`config.mk`:
```
export PLATFORM = sky130hd
export DESIGN_NAME = johnson_phase_decoder
export DESIGN_NICKNAME = d
export VERILOG_FILES = /design/src/rtl/johnson_phase_decoder.sv
export SDC_FILE = /design/constraint.sdc
export NUM_CORES = 1
export LEC_CHECK = 0
export CORE_ASPECT_RATIO = 0.5
export CORE_MARGIN = 2
export CORE_UTILIZATION = 40
export CTS_CLUSTER_SIZE = 16
export DETAILED_ROUTE_END_ITERATION = 8
export PLACE_DENSITY = 0.75
export SETUP_SLACK_MARGIN = 0.02
export SYNTH_ARGS = -nofsm -noshare
export SYNTH_HDL_FRONTEND = slang
export SYNTH_SLANG_ARGS = --single-unit
```
`constraint.sdc`:
```
create_clock -name clock -period 5.25 [get_ports clock]
set_clock_uncertainty 0.1 [all_clocks]
set_input_delay 1.05 -clock clock [delete_from_list [all_inputs] [get_ports clock]]
set_output_delay 1.05 -clock clock [all_outputs]
set_load 0.05 [all_outputs]
```
`src/rtl/johnson_phase_decoder.sv`:
```
// rtl/johnson_phase_decoder.sv - phase decoder, lock tracker and revolution counter for a Johnson ring
//
// Purpose: decodes the parallel outputs of a WIDTH-stage twisted-ring counter
// into a phase index (0..2*WIDTH-1) and a one-hot phase bus. It flags illegal
// codes and illegal steps, tracks lock, counts full revolutions and strobes
// on loss of lock.
//
// Optional feature macro: JOHNSON_AUTOCORRECT_EN. When defined, a loss of lock
// caused by an illegal code pulses corr_clear_n low for one cycle. When it is
// undefined, corr_clear_n is tied high.
//
// Ports:
//   clock         rising-edge clock
//   clear         asynchronous active-low reset
//   ring_in       ring outputs; bit WIDTH-1 is the first stage
//   phase_idx     decoded phase; holds its last value on an illegal code
//   phase_onehot  one-hot of phase_idx; all zero on an illegal code
//   valid_code    last sampled code was legal
//   locked        lock status
//   wrap_pulse    one-cycle strobe when a locked revolution completes
//   rev_count     revolution counter, wraps modulo 2^REV_W
//   err_pulse     one-cycle strobe on loss of lock
//   corr_clear_n  active-low correction request to the upstream clear

module johnson_phase_decoder #(
  parameter int WIDTH      = 6,
  parameter int LOCK_COUNT = 4,
  parameter int REV_W      = 8,
  parameter int P          = 2 * WIDTH,
  parameter int PH_W       = $clog2(2 * WIDTH)
) (
  input  logic             clock,
  input  logic             clear,
  input  logic [WIDTH-1:0] ring_in,
  output logic [PH_W-1:0]  phase_idx,
  output logic [P-1:0]     phase_onehot,
  output logic             valid_code,
  output logic             locked,
  output logic             wrap_pulse,
  output logic [REV_W-1:0] rev_count,
  output logic             err_pulse,
  output logic             corr_clear_n
);

  localparam int CW = $clog2(LOCK_COUNT + 1);
  localparam logic [WIDTH-1:0] ONES = '1;

  typedef enum logic [1:0] {UNLOCKED, LOCKING, LOCKED} state_t;

  state_t           state;
  logic [CW-1:0]    cnt;
  logic [WIDTH-1:0] ring_q;

  logic             code_legal;
  logic [PH_W-1:0]  code_phase;
  logic [PH_W:0]    diff;
  logic             step_hold;
  logic             step_good;
  logic             step_bad;
  logic             wrap_cond;

  // Legal codes: top m bits set (phase m), or top m bits clear (phase WIDTH+m).
  always_comb begin
    code_legal = 1'b0;
    code_phase = '0;
    for (int m = 0; m <= WIDTH; m++) begin
      if (ring_q == ~(ONES >> m)) begin
        code_legal = 1'b1;
        code_phase = PH_W'(m);
      end
    end
    for (int m = 1; m < WIDTH; m++) begin
      if (ring_q == (ONES >> m)) begin
        code_legal = 1'b1;
        code_phase = PH_W'(WIDTH + m);
      end
    end
  end

  // Forward distance from the previous phase to the current one, modulo P.
  // valid_code doubles as prev_valid: it is set on a legal sample and
  // cleared on an illegal sample.
  always_comb begin
    if (code_phase >= phase_idx)
      diff = {1'b0, code_phase} - {1'b0, phase_idx};
    else
      diff = {1'b0, code_phase} + (PH_W+1)'(P) - {1'b0, phase_idx};
    step_hold = (diff == '0);
    step_good = (diff == (PH_W+1)'(1));
    step_bad  = valid_code && code_legal && !step_hold && !step_good;
    wrap_cond = step_good && (phase_idx == PH_W'(P - 1));
  end

`ifdef JOHNSON_AUTOCORRECT_EN
  logic corr_q;
  assign corr_clear_n = corr_q;
`else
  assign corr_clear_n = 1'b1;
`endif

  always_ff @(posedge clock or negedge clear) begin
    if (!clear) begin
      ring_q       <= '0;
      state        <= UNLOCKED;
      cnt          <= '0;
      phase_idx    <= '0;
      phase_onehot <= '0;
      valid_code   <= 1'b0;
      locked       <= 1'b0;
      wrap_pulse   <= 1'b0;
      err_pulse    <= 1'b0;
      rev_count    <= '0;
`ifdef JOHNSON_AUTOCORRECT_EN
      corr_q       <= 1'b1;
`endif
    end else begin
      ring_q     <= ring_in;
      wrap_pulse <= 1'b0;
      err_pulse  <= 1'b0;
`ifdef JOHNSON_AUTOCORRECT_EN
      corr_q     <= 1'b1;
`endif
      valid_code <= code_legal;
      if (code_legal) begin
        phase_idx    <= code_phase;
        phase_onehot <= {{(P-1){1'b0}}, 1'b1} << code_phase;
      end else begin
        phase_onehot <= '0;
      end

      case (state)
        UNLOCKED: begin
          if (code_legal) begin
            state <= LOCKING;
            cnt   <= '0;
          end
        end
        LOCKING: begin
          if (!code_legal || step_bad) begin
            state <= UNLOCKED;
            cnt   <= '0;
          end else if (step_good) begin
            if (cnt == CW'(LOCK_COUNT - 1)) begin
              state  <= LOCKED;
              locked <= 1'b1;
              cnt    <= '0;
            end else begin
              cnt <= cnt + CW'(1);
            end
          end
        end
        LOCKED: begin
          if (!code_legal || step_bad) begin
            state     <= UNLOCKED;
            locked    <= 1'b0;
            cnt       <= '0;
            err_pulse <= 1'b1;
`ifdef JOHNSON_AUTOCORRECT_EN
            // Only an illegal code asks upstream to clear; bad steps do not.
            corr_q    <= code_legal;
`endif
          end else if (wrap_cond) begin
            wrap_pulse <= 1'b1;
            rev_count  <= rev_count + REV_W'(1);
          end
        end
        default: begin
          state  <= UNLOCKED;
          locked <= 1'b0;
          cnt    <= '0;
        end
      endcase
    end
  end

endmodule

```
==> run metrics <==
Clock power frac=0.329; nets=~260; Seq. cell area=976 sq um; Arr. time, crit path=4.44 ns; dpl cells=298; number of buffers created by CTS=5; Unique masters post-synth=55; Tmin final=4.34 ns; slowest CP cell=dfrtp_1; Final Hold Vio Count=0; Die H=~56 um; fraction of registers with async set/reset=1.00; Yosys warning total=0; Top delay family on crit path=simple AND/OR/NAND/NOR gates; Antenna Nets Post-Route=0; Max Clk Rate=0.230 GHz; Post-synth EDFFs=0; DR pass1 iterations=4; unrepaired setup endpoints after global routing=false; Switching Power=249 uW; CP startpoint kind=register; Clock Latency Late Sink=0.30 ns; Tcrit/Tclk final=0.827; final setup fails=0; initial antenna violation count=0; Pwr Density=between 200 and 300 nW/um^2; fill count=440; H-tree Lvls=2; Synth Flop Type=dfrtp_1; Area Overhead vs Synth=23.4%; worst-path fanout max=17; std cell rows=18; worst slew pin tran=0.863 ns; Root Driver=clkbuf_8; Max Root-Sink Buffers=2; Total Die Area=6020 sq um; combinational power share=0.251; ANT cells=0; pre-CTS setup slack=0.944 ns; clock sinks=39; wire per inst=14.9 um; Cells after Synth=200; CTS clock-pin slew for the worst setup and hold paths=0.09 ns; sequential share of the synthesized area=0.453; CP required=5.34 ns; first-pass GRT wire length=~7.7 mm; CTS tree=done; largest net degree at the start of global routing=40; number of global-route vias before repair=roughly 1,600; Mapped Avg Cell Area=between 10 and 15 sq um; synthesized flop and latch total=39; Detailed Route Iter0 Violations=82; P_int=529 uW; worst hold path type=register to register; Initial Util=0.427; grt ovf=0; vias per inst=5.30; fin worst setup slack=0.908 ns; chip width=108 um; Worst Setup End Kind=register; Post-Syn Area=2150 sq um; WS Path Type=register to register; Vias=about 1,600; Slew Limit Headroom=0.425; Detailed Place HPWL=approximately 3.3 mm; cells resized by post-CTS repair=0; final WL=roughly 4.6 mm; Final Max Tran Viols=0; switch share=0.320; DRC viols=0; CP Buf/Inv Count=2; number of buffers added on ports=35; CP cell instances=nand4bb_1, nor3b_1, a211oi_1, ha_1, inv_1, ha_1, inv_1, fa_1, or4b_1, mux2i_1, a211oi_2, nor3_4, nand2_2, mux2_4; status=completed; Ports=37; cts hold-fix bufs=0; syn nets=222; fin cells=306; CP max stage delay=0.52 ns; Max-cap violations=0; peak supply drop=0.119 mV; share of layout cells above drive strength 1=0.0975; Post-Route Setup TNS=0 ns; Total Routing Usage GR=0.163; Pwr Total=778 uW; Reg power frac=0.420; postcts setup bufs=0; core area=5040 sq um; gpl congestion=0.977; Multi-input gate area=1050 sq um; Static Leak=0.00118 uW
-- worst reg2reg max path, stage by stage (launching register included) --
cell       delay, ns
dfrtp_1         0.52
nand4bb_1       0.37
nor3b_1         0.37
a211oi_1        0.12
ha_1            0.22
inv_1           0.10
ha_1            0.20
inv_1           0.07
fa_1            0.41
or4b_1          0.49
mux2i_1         0.20
a211oi_2        0.11
nor3_4          0.49
nand2_2         0.15
mux2_4          0.32
-- cells in the final DEF, fill, tap and decap left out, drive strengths merged, types with 5 or more instances in the layout --
master         Yosys  layout
dfrtp             39      39
inv               22      23
nand4              6       6
nor3               7       7
o21ai              8       8
clkdlybuf4s50      0      34
clkbuf             2       5
xnor2              7       7
ha                11      11
nand2             11      11
nand3              7       7
nor2               9       9
-- layout make-up --
| type | count | area share |
|---|---|---|
| clock buffers | 5 | 0.0259 |
| inverters | 22 | 0.0311 |
| clock inverters | 3 | 0.0174 |
| flip-flops and latches | 39 | 0.367 |
| well taps | 70 | 0.0330 |
| multi-input cells | 132 | 0.395 |
| repair buffers | 35 | 0.130 |
-- flip-flops by register name (all words and copies together) (netlist names), 2 cells and up --
name / count
cnt: 3
phase_idx: 4
phase_onehot: 12
rev_count: 8
ring_q: 6
state: 2
-- cells by family after synthesis --
family	after synthesis	synth area share
flops	39	0.453
buf+inv	29	0.0587
mux	4	0.0233
xor+xnor	10	0.0407
fa+ha+maj	14	0.0919
simple gates	65	0.189
other cells	1	0.00174
compound gates	38	0.141
-- worst paths after layout --
path	cells after the start	slack (ns)	end	startpoint
max reg2reg	14	0.91	rev_count[1]	ring_q[5]
min reg2reg	1	0.39	state[0]	state[0]
min in group asynchronous	1	0.76	rev_count[0]	clear
min	1	0.39	state[0]	state[0]
max	14	0.91	rev_count[1]	ring_q[5]
max in group asynchronous	1	3.75	phase_onehot[10]	clear
-- power groups by stage --
stage	Combinational (uW)	Sequential [uW]	Clock (uW)
floorplan	138	343	0
global placement	188	331	0
detailed placement	194	332	0
CTS	195	326	261
global route	217	329	277
finish	195	326	256
-- stage by stage --
step / hold slack [ns] / util / area (sq um)
6_report: 0.387 / 0.527 / 2660
5_1_grt: 0.416 / 0.527 / 2660
4_1_cts: 0.390 / 0.527 / 2660
3_5_place_dp: 0.365 / 0.504 / 2540
3_3_place_gp: 0.368 / 0.504 / 2540
2_1_floorplan: 0.348 / - / 2150
-- per-layer routing --
metal	share of wire	global-route usage
met1	0.48	0.224
met2	0.45	0.245
met3	0.062	0.0480
met4	0.012	0.0568
met5	0	0
-- synthesized netlist by cell type, types with 2 or more instances --
| library cell | n | area (sq um) |
|---|---|---|
| or2_2 | 2 | 12.5 |
| a211oi_1 | 3 | 22.5 |
| nand3_1 | 7 | 35.0 |
| mux2i_1 | 2 | 20.0 |
| nor2_1 | 9 | 33.8 |
| nand2_1 | 9 | 33.8 |
| buf_4 | 2 | 15.0 |
| and3_1 | 4 | 25.0 |
| nor3_1 | 6 | 30.0 |
| nor2b_1 | 3 | 18.8 |
| xnor2_1 | 7 | 61.3 |
| dfrtp_1 | 39 | 976 |
| a31o_2 | 2 | 17.5 |
| and4_1 | 2 | 17.5 |
| nand2b_1 | 2 | 12.5 |
| fa_1 | 3 | 60.1 |
| nand4bb_1 | 2 | 22.5 |
| buf_2 | 2 | 10.0 |
| nand4_1 | 6 | 37.5 |
| o21ai_0 | 8 | 40.0 |
| o211ai_1 | 2 | 15.0 |
| a21o_1 | 2 | 15.0 |
| mux2_4 | 2 | 30.0 |
| ha_1 | 11 | 138 |
| a311o_1 | 2 | 20.0 |
| xor2_1 | 3 | 26.3 |
| a21oi_1 | 4 | 20.0 |
| clkbuf_1 | 2 | 7.51 |
| nor4_1 | 2 | 12.5 |
| a31oi_1 | 3 | 18.8 |
| nand3b_1 | 2 | 15.0 |
| inv_1 | 22 | 82.6 |
(Power assumes the default switching activity.)
